[src/rtl/c7bexcp_if.sv]
// c7bexcp_if: exception-controller bus between the _e stage, the CSR block
// and the fetch unit. The master drives the _e-stage flags and CSR values;
// the slave (c7bexcp) returns the exception/ERTN event and the fetch redirect.
interface c7bexcp_if;
  logic        valid_e;
  logic [31:0] ifu_exu_pc_e;
  logic        adef_e;
  logic        ine_e;
  logic        sys_e;
  logic        brk_e;
  logic        ale_e;
  logic        ertn_e;
  logic [31:0] mem_addr_e;
  logic        csr_ecl_crmd_ie;
  logic        csr_ecl_timer_intr;
  logic        ext_intr;
  logic [31:0] csr_eentry;
  logic [31:0] csr_era;
  logic        exu_ifu_except;
  logic [5:0]  ecl_csr_exccode_e;
  logic [31:0] ecl_csr_badv_e;
  logic        ecl_csr_ertn_e;
  logic        ecl_flush;
  logic        ifu_redirect_vld;
  logic [31:0] ifu_redirect_pc;

  modport master (
    output valid_e, ifu_exu_pc_e, adef_e, ine_e, sys_e, brk_e, ale_e, ertn_e,
           mem_addr_e, csr_ecl_crmd_ie, csr_ecl_timer_intr, ext_intr,
           csr_eentry, csr_era,
    input  exu_ifu_except, ecl_csr_exccode_e, ecl_csr_badv_e, ecl_csr_ertn_e,
           ecl_flush, ifu_redirect_vld, ifu_redirect_pc
  );

  modport slave (
    input  valid_e, ifu_exu_pc_e, adef_e, ine_e, sys_e, brk_e, ale_e, ertn_e,
           mem_addr_e, csr_ecl_crmd_ie, csr_ecl_timer_intr, ext_intr,
           csr_eentry, csr_era,
    output exu_ifu_except, ecl_csr_exccode_e, ecl_csr_badv_e, ecl_csr_ertn_e,
           ecl_flush, ifu_redirect_vld, ifu_redirect_pc
  );
endinterface

[src/rtl/c7bexcp.sv]
// c7bexcp: exception / interrupt request controller for the c7b core.
// Picks at most one exception or ERTN per _e instruction, reports it to the
// CSR block combinationally, redirects fetch one cycle later and then holds
// off further events for FLUSH_CYC cycles while the pipeline drains.
// Optional feature: define C7B_EXT_INTR_EN to synchronize ext_intr and let it
// raise interrupts; otherwise only the timer interrupt is taken.
module c7bexcp #(
  parameter int FLUSH_CYC = 2,
  parameter int CNT_BIT   = 4
) (
  input logic      clk,
  input logic      resetn,
  c7bexcp_if.slave bus
);
  typedef enum logic {IDLE, DRAIN} state_t;

  localparam logic [CNT_BIT-1:0] CNT_LOAD = CNT_BIT'(FLUSH_CYC - 1);

  state_t             state, state_n;
  logic [CNT_BIT-1:0] cnt, cnt_n;
  logic               ext_s;
  logic               intr_pend;
  logic               except, ertn, evt;
  logic [5:0]         code;
  logic [31:0]        badv;
  logic               redirect_vld;
  logic [31:0]        redirect_pc;

`ifdef C7B_EXT_INTR_EN
  logic [1:0] ext_sync;
  // two-flop synchronizer for the asynchronous external interrupt level
  always_ff @(posedge clk) begin
    if (!resetn) ext_sync <= 2'b00;
    else         ext_sync <= {ext_sync[0], bus.ext_intr};
  end
  assign ext_s = ext_sync[1];
`else
  // external interrupt disabled: input is consumed but never pends
  assign ext_s = 1'b0 & bus.ext_intr;
`endif

  assign intr_pend = bus.csr_ecl_crmd_ie & (bus.csr_ecl_timer_intr | ext_s);

  // priority select of the single event for the _e instruction
  always_comb begin
    except = 1'b0;
    ertn   = 1'b0;
    code   = 6'h00;
    badv   = 32'h0;
    if (resetn && state == IDLE && bus.valid_e) begin
      if (intr_pend) begin
        except = 1'b1;
      end else if (bus.adef_e) begin
        except = 1'b1;
        code   = 6'h08;
        badv   = bus.ifu_exu_pc_e;
      end else if (bus.ine_e) begin
        except = 1'b1;
        code   = 6'h0D;
      end else if (bus.sys_e) begin
        except = 1'b1;
        code   = 6'h0B;
      end else if (bus.brk_e) begin
        except = 1'b1;
        code   = 6'h0C;
      end else if (bus.ale_e) begin
        except = 1'b1;
        code   = 6'h09;
        badv   = bus.mem_addr_e;
      end else if (bus.ertn_e) begin
        ertn   = 1'b1;
      end
    end
  end

  assign evt = except | ertn;

  // drain sequencing: load counter on an event, count down, return to IDLE
  always_comb begin
    state_n = state;
    cnt_n   = cnt;
    case (state)
      IDLE: if (evt) begin
        state_n = DRAIN;
        cnt_n   = CNT_LOAD;
      end
      DRAIN: if (cnt == '0) state_n = IDLE;
             else           cnt_n   = cnt - 1'b1;
      default: state_n = IDLE;
    endcase
  end

  // state, counter and registered fetch redirect
  always_ff @(posedge clk) begin
    if (!resetn) begin
      state        <= IDLE;
      cnt          <= '0;
      redirect_vld <= 1'b0;
      redirect_pc  <= 32'h0;
    end else begin
      state        <= state_n;
      cnt          <= cnt_n;
      redirect_vld <= evt;
      if (evt) redirect_pc <= except ? bus.csr_eentry : bus.csr_era;
    end
  end

  assign bus.exu_ifu_except    = except;
  assign bus.ecl_csr_ertn_e    = ertn;
  assign bus.ecl_csr_exccode_e = code;
  assign bus.ecl_csr_badv_e    = badv;
  assign bus.ecl_flush         = resetn & (evt | (state == DRAIN));
  assign bus.ifu_redirect_vld  = redirect_vld;
  assign bus.ifu_redirect_pc   = redirect_pc;
endmodule

[src/flat_wrapper.sv]
// flat-port wrapper written by rule: the top's interface ports become plain ports
module c7bexcp_flat 
#(
  parameter int FLUSH_CYC = 2,
  parameter int CNT_BIT   = 4
)
  (clk, resetn, bus_valid_e, bus_ifu_exu_pc_e, bus_adef_e, bus_ine_e, bus_sys_e, bus_brk_e, bus_ale_e, bus_ertn_e, bus_mem_addr_e, bus_csr_ecl_crmd_ie, bus_csr_ecl_timer_intr, bus_ext_intr, bus_csr_eentry, bus_csr_era, bus_exu_ifu_except, bus_ecl_csr_exccode_e, bus_ecl_csr_badv_e, bus_ecl_csr_ertn_e, bus_ecl_flush, bus_ifu_redirect_vld, bus_ifu_redirect_pc);
  c7bexcp_if bus_i ();
  input logic clk;
  input logic resetn;
  input wire logic [$bits(bus_i.valid_e)-1:0] bus_valid_e;
  input wire logic [$bits(bus_i.ifu_exu_pc_e)-1:0] bus_ifu_exu_pc_e;
  input wire logic [$bits(bus_i.adef_e)-1:0] bus_adef_e;
  input wire logic [$bits(bus_i.ine_e)-1:0] bus_ine_e;
  input wire logic [$bits(bus_i.sys_e)-1:0] bus_sys_e;
  input wire logic [$bits(bus_i.brk_e)-1:0] bus_brk_e;
  input wire logic [$bits(bus_i.ale_e)-1:0] bus_ale_e;
  input wire logic [$bits(bus_i.ertn_e)-1:0] bus_ertn_e;
  input wire logic [$bits(bus_i.mem_addr_e)-1:0] bus_mem_addr_e;
  input wire logic [$bits(bus_i.csr_ecl_crmd_ie)-1:0] bus_csr_ecl_crmd_ie;
  input wire logic [$bits(bus_i.csr_ecl_timer_intr)-1:0] bus_csr_ecl_timer_intr;
  input wire logic [$bits(bus_i.ext_intr)-1:0] bus_ext_intr;
  input wire logic [$bits(bus_i.csr_eentry)-1:0] bus_csr_eentry;
  input wire logic [$bits(bus_i.csr_era)-1:0] bus_csr_era;
  output wire logic [$bits(bus_i.exu_ifu_except)-1:0] bus_exu_ifu_except;
  output wire logic [$bits(bus_i.ecl_csr_exccode_e)-1:0] bus_ecl_csr_exccode_e;
  output wire logic [$bits(bus_i.ecl_csr_badv_e)-1:0] bus_ecl_csr_badv_e;
  output wire logic [$bits(bus_i.ecl_csr_ertn_e)-1:0] bus_ecl_csr_ertn_e;
  output wire logic [$bits(bus_i.ecl_flush)-1:0] bus_ecl_flush;
  output wire logic [$bits(bus_i.ifu_redirect_vld)-1:0] bus_ifu_redirect_vld;
  output wire logic [$bits(bus_i.ifu_redirect_pc)-1:0] bus_ifu_redirect_pc;
  assign bus_i.valid_e = bus_valid_e;
  assign bus_i.ifu_exu_pc_e = bus_ifu_exu_pc_e;
  assign bus_i.adef_e = bus_adef_e;
  assign bus_i.ine_e = bus_ine_e;
  assign bus_i.sys_e = bus_sys_e;
  assign bus_i.brk_e = bus_brk_e;
  assign bus_i.ale_e = bus_ale_e;
  assign bus_i.ertn_e = bus_ertn_e;
  assign bus_i.mem_addr_e = bus_mem_addr_e;
  assign bus_i.csr_ecl_crmd_ie = bus_csr_ecl_crmd_ie;
  assign bus_i.csr_ecl_timer_intr = bus_csr_ecl_timer_intr;
  assign bus_i.ext_intr = bus_ext_intr;
  assign bus_i.csr_eentry = bus_csr_eentry;
  assign bus_i.csr_era = bus_csr_era;
  assign bus_exu_ifu_except = bus_i.exu_ifu_except;
  assign bus_ecl_csr_exccode_e = bus_i.ecl_csr_exccode_e;
  assign bus_ecl_csr_badv_e = bus_i.ecl_csr_badv_e;
  assign bus_ecl_csr_ertn_e = bus_i.ecl_csr_ertn_e;
  assign bus_ecl_flush = bus_i.ecl_flush;
  assign bus_ifu_redirect_vld = bus_i.ifu_redirect_vld;
  assign bus_ifu_redirect_pc = bus_i.ifu_redirect_pc;
  c7bexcp #(.FLUSH_CYC(FLUSH_CYC), .CNT_BIT(CNT_BIT)) u_core (.clk(clk), .resetn(resetn), .bus(bus_i));
endmodule
[config.mk]
export PLATFORM = sky130hd
export DESIGN_NAME = c7bexcp_flat
export DESIGN_NICKNAME = d
export VERILOG_FILES = /design/src/rtl/c7bexcp_if.sv /design/src/rtl/c7bexcp.sv /design/src/flat_wrapper.sv
export SDC_FILE = /design/constraint.sdc
export NUM_CORES = 1
export LEC_CHECK = 0
export BUFFER_PORTS_ARGS = -buffer_cell sky130_fd_sc_hd__buf_2
export CELL_PAD_IN_SITES_DETAIL_PLACEMENT = 1
export CELL_PAD_IN_SITES_GLOBAL_PLACEMENT = 1
export CORE_ASPECT_RATIO = 0.6
export CORE_MARGIN = 3
export CORE_UTILIZATION = 25
export CTS_BUF_LIST = sky130_fd_sc_hd__clkbuf_4 sky130_fd_sc_hd__clkbuf_8
export CTS_CLUSTER_DIAMETER = 60
export DETAILED_ROUTE_END_ITERATION = 12
export PLACE_DENSITY_LB_ADDON = 0.1
export SETUP_SLACK_MARGIN = 0.1
export SLEW_MARGIN = 20
export SYNTH_ARGS = -nofsm -noshare
export SYNTH_HDL_FRONTEND = slang
export SYNTH_SLANG_ARGS = --single-unit
export TNS_END_PERCENT = 100
[constraint.sdc]
create_clock -name clk -period 1.4 [get_ports clk]
set_input_delay 0.07 -clock clk [delete_from_list [all_inputs] [get_ports clk]]
set_output_delay 0.07 -clock clk [all_outputs]
set_load 0.005 [all_outputs]
# After elaboration in Yosys (flattened, before gate mapping)
# Index checks and enable logic that the tools add are counted.
# word_totals
regBits	38
input_bits	140
out_inout_bits	74
wordCells	52
# classes
addsub	1
n_eq_ne	2
muxes	36
bitwise_logic	5
n_reduce_logical	4
# op_table
op	count
32-bit two-way mux	8
6-bit two-way mux	6
1-bit two-way mux	17
4-bit two-way mux	3
4-bit case mux with 2 select lines	1
4-bit logical NOT	1
4-bit by 1-bit subtractor with 4-bit output, second input constant	1
1-bit AND	2
1-bit logical AND	2
2-bit by 1-bit inequality test with 1-bit output, second input constant	1
2-bit inequality test, second input constant	1
1-bit OR	2
1-bit case mux with 2 select lines	1
2-bit AND reduction	1
1-bit inverter	1

# Logic depth before layout (Yosys ltp)
# logic_depth
ltp_word	11
depth_mapped	7
depth_no_buf	6

# Worst setup path before layout
# No wires, ideal clock.
# synth_path
path_type	register to register
start	register u_core.cnt[0]
end	register u_core.cnt[3]
setup_ns	0.120
arrival_ns	1.253
required_time_ns	1.280
path_slack_ns	0.027
stages_incl_launch_ff	7
path_buffers	0
period_less_slack_ns	1.373
cell_sequence	dfxtp_1 > inv_1 > ha_1 > nor3b_1 > nand2b_1 > nor3_1 > o31a_1
# synth_between
elab_chain_cells	3
word_cells_on_any_way	6
cone_classes	add/sub: 1; eq/ne: 1; mux: 2; reduce/logical: 2
# synth_rtl
item	line	rtl
start: declaration	c7bexcp.sv:20	logic [CNT_BIT-1:0] cnt, cnt_n;
start signal: assignment	c7bexcp.sv:102	cnt <= cnt_n;
4-bit by 1-bit subtractor with 4-bit output / 4-bit logical NOT (equally long branches)	c7bexcp.sv:88, c7bexcp.sv:87	
4-bit two-way mux / 2-bit inequality test (equally long branches)	-	
4-bit case mux with 2 select lines / 2-bit AND reduction (equally long branches)	-	
# Parallel ways exist; a longest one is shown, timed or not. The select of a mux whose other input is x is not followed.
# A chain may end at the register's enable or synchronous reset.

# Worst setup path in the final report
# layout_path
start	register u_core.state
end	output port bus_ecl_flush
# layout_between
elab_chain_cells	7
word_cells_on_any_way	8
cone_classes	mux: 2; bitwise: 4; reduce/logical: 2
# layout_rtl
item	line	rtl
start: declaration	c7bexcp.sv:19	state_t state, state_n;
start signal: assignment	c7bexcp.sv:101	state <= state_n;
1-bit inverter	c7bexcp.sv:50	if (resetn && state == IDLE && bus.valid_e) begin
1-bit logical AND (2 in series)	c7bexcp.sv:50	
1-bit two-way mux	c7bexcp.sv:50	
1-bit OR	c7bexcp.sv:76	assign evt = except | ertn;
1-bit OR *	c7bexcp.sv:112	assign bus.ecl_flush = resetn & (evt | (state == DRAIN));
1-bit AND *	c7bexcp.sv:112	
end: declaration	flat_wrapper.sv:29	output wire logic [$bits(bus_i.ecl_flush)-1:0] bus_ecl_flush;
# Mark *: on every way between the ends. The rest lies on a longest branch, timed or not.

==> reports/results.txt <==
Cts bufs inserted - 5
Relative slew slack - 64.7%
Syn Inst Count - 309
Number of DRC violations after detailed-routing iteration 0 - 74
Vias in the first global route - 3137
Critical register-to-register path startpoint - u_core.state
Post-synth cell types - 37
TritonCTS clock tree - yes
Number of synthesized flops with an enable pin - 0
Via count - 3047
Detailed Place HPWL - 8150 µm
Min-delay src - bus_csr_eentry[1]
Hold Violations, Final - 0
Max clock buf depth - 2
Run status - complete, but fails checks
Initial antenna violation count - 1
Post-synthesis sequential area ratio - 27.4%
Power Dens Cells - 723 nW/µm²
Core ar. - 10700 µm²
Max cap viols - 0
Crit-path cells - nand3b_1 > a31oi_4 > buf_12 > o21a_1 > buf_2
Post-Place Cells - 648
Syn_area_per_cell - 8.97 µm²
TritonCTS Sinks - 38
FF-to-FF setup slack - -0.03 ns
Slew of the pin with the lowest slew margin - 0.529 ns
GRT Total Usage - 15.4%
Die Wd - 142 µm
Failing checks - negative setup slack
Clock root cell - clkbuf_8
Main flop type after synthesis - dfxtp_1
FFs w/ async S/R, synth - 0%
HP Class - in2reg
Final antenna-violating net count - 0
Buffers on Ports - 210
Setup ws final - -0.0629 ns
Clock slew at the register clock pins of the worst setup and hold paths - 0.07 ns
Drc violations - 0
DR vias/cell - 4.62
Post-synth top area cell - dfxtp_1
CP Buf/Inv Count - 2
Final Setup Violations - 21
WL/cell - 15.6 µm
First-pass GRT wire length - 15500 µm
CTS H-Tree Depth - 2
Max Clk Rate - 684 MHz
Startpoint Class - flip-flop
Tcrit/Tclk final - 104%
Post-route minimum period - 1.46 ns
Largest stage delay on the critical path - 0.33 ns
Row Count - 29
Clock skew - 0.00666 ns
DP Worst Slack - -0.0508 ns
VDD IR max - 0.000345 V
Diodes inserted - 0
CP Capture Type - output pin
Worst Hold End - u_core.bus.ifu_redirect_pc[1]
Largest net degree at the start of global routing - 36
Routed wire length - 10300 µm
Leak - 2.16 nW
Finished Layout Cells - 659
Grt total ovfl - 0
Cell family with most CP delay - flip-flops
Synthesis Warnings - 0
Die area - 12400 µm²
Area Overhead vs Synth - 51.1%
Crit Reg-Reg Endpoint - u_core.cnt[3]
Hold-fix buffers, CTS - 0
Initial Utilization - 25.9%
TritonRoute pass-1 iters - 4
Worst-skew pair later-pin latency - 0.29 ns
Io pins - 214
Critical Path RT - 1.33 ns
RSZ-0062 raised after global routing - true
Share of the synthesized area in the top cell type - 27.4%
Slew Viols, Final - 0
Synthesis-stage register bit count - 38
Die H - 87.6 µm
Nets - 660
R2r worst-path depth - 6
Slowest CP cell - dfxtp_2
Hold path depth - 3
CP Class - reg2out
Share of layout cells above drive strength 1 - 61.9%
Post-synthesis instance area - 2770 µm²
Worst-path maximum fanout - 3
WP data arrival - 1.39 ns
Top cells by area, synth - dfxtp_1 27%, a22oi_2 14%, mux2i_1 12%
Placer congestion estimate - 0.783
through the flow:
stage               cell area (µm²)  power (mW)  util, %  setup TNS (ns)  hold slack [ns]
floorplan                      2780        1.75        -               0            0.174
global placement               4040        2.22     37.8       -0.000140            0.358
detailed placement             4040        2.25     37.8          -0.514            0.373
CTS                            4170        3.09     38.9           -2.98           0.0565
global route                   4190        3.25     39.1           -7.29           0.0623
finish                         4190        3.03     39.1          -0.206           0.0725
layout by cell type, fill, tap and decap left out, types with 2 or more instances in the layout:
| cell | netlist | routed |
|---|---|---|
| dfxtp_1 | 38 | 37 |
| nand2_1 | 5 | 3 |
| buf_12 | 1 | 8 |
| a21oi_2 | 10 | 11 |
| a22oi_2 | 30 | 30 |
| a21oi_1 | 57 | 56 |
| nor3_2 | 2 | 2 |
| conb_1 | 1 | 2 |
| nor2_1 | 9 | 9 |
| clkbuf_8 | 0 | 6 |
| nor3b_2 | 2 | 2 |
| nor3_1 | 4 | 4 |
| nand3b_1 | 2 | 2 |
| nor2_2 | 28 | 28 |
| mux2i_1 | 32 | 32 |
| a22oi_1 | 2 | 2 |
| o21a_1 | 4 | 4 |
| buf_2 | 8 | 210 |
| buf_4 | 5 | 14 |
| inv_1 | 4 | 4 |
| nand2b_1 | 33 | 32 |
worst register-to-register path: stages, from the launching register on:
cell	delay, ns
dfxtp_2	0.33
nand3b_1	0.22
a31oi_4	0.20
buf_12	0.12
buf_6	0.16
nor3b_2	0.07
o31a_1	0.22
cells by family (layout without fill, tap and decap cells):
logic type,after synthesis,after routing,synth area share [%]
DFF,38,38,27.4
and+or+nand+nor,95,95,21.7
adders and majority gates,1,1,0.451
muxes,32,32,11.6
AOI/OAI and AO/OA,107,107,29.9
buffers and inverters,35,245,8.80
other,1,2,0.135
Yosys cell counts, drive strengths merged (2+ instances only):
library cell	number
clkbuf	9
nor3	6
nor2	37
nand2	5
buf	22
nor4	2
o21a	4
a22oi	32
dfxtp	38
mux2i	32
nor3b	4
inv	4
a21oi	67
nand3b	2
nand2b	33
registers in the layout, indices dropped and copies added, names as in the netlist:
register                     cells
u_core.bus.ifu_redirect_pc      32
u_core.cnt                       4
u_core.bus.ifu_redirect_vld      1
u_core.state                     1
cell type report:
class	instances	area (µm²)
inverters	4	15.0
repair buffers	233	1330
fillers	1330	6520
clock inverters	1	5.00
multi-input cells	237	1810
flip-flops and latches	38	762
clock buffers	7	90.1
well taps	139	174
power by group:
group / switching [mW] / total, mW / internal [mW]
Sequential: 0.0659 / 1.27 / 1.20
Clock: 0.384 / 0.801 / 0.417
Combinational: 0.462 / 0.963 / 0.501
Total: 0.912 / 3.03 / 2.12
routing by layer:
layer  wire length, µm  global-route usage, %  vias to the layer above  share of wire [%]
li1                  -                      -                     1515                  -
met1              4540                   19.9                     1407                 44
met3               672                   5.13                       21                6.5
met4               225                   4.36                        2                2.2
met2              4800                   24.9                      102                 47
met5                20                      0                        -               0.19
repair_timing:
item / CTS / global route
gates resized for setup: 3 / 4
setup buffers: 4 / 0
pin swaps: 0 / 1
endpoints found under the setup margin: 69 / 77
worst max path at each step:
stage | start | endpoint | cells past startpoint
after global routing | u_core.state | bus_ecl_flush | 5
after detailed placement | u_core.cnt[1] | u_core.cnt[3] | 6
final | u_core.state | bus_ecl_flush | 5
after CTS | u_core.state | bus_ecl_flush | 5
after floorplan | u_core.cnt[0] | u_core.cnt[3] | 6
after global placement | u_core.cnt[0] | u_core.cnt[3] | 6
Power figures use the tool's default switching activity.
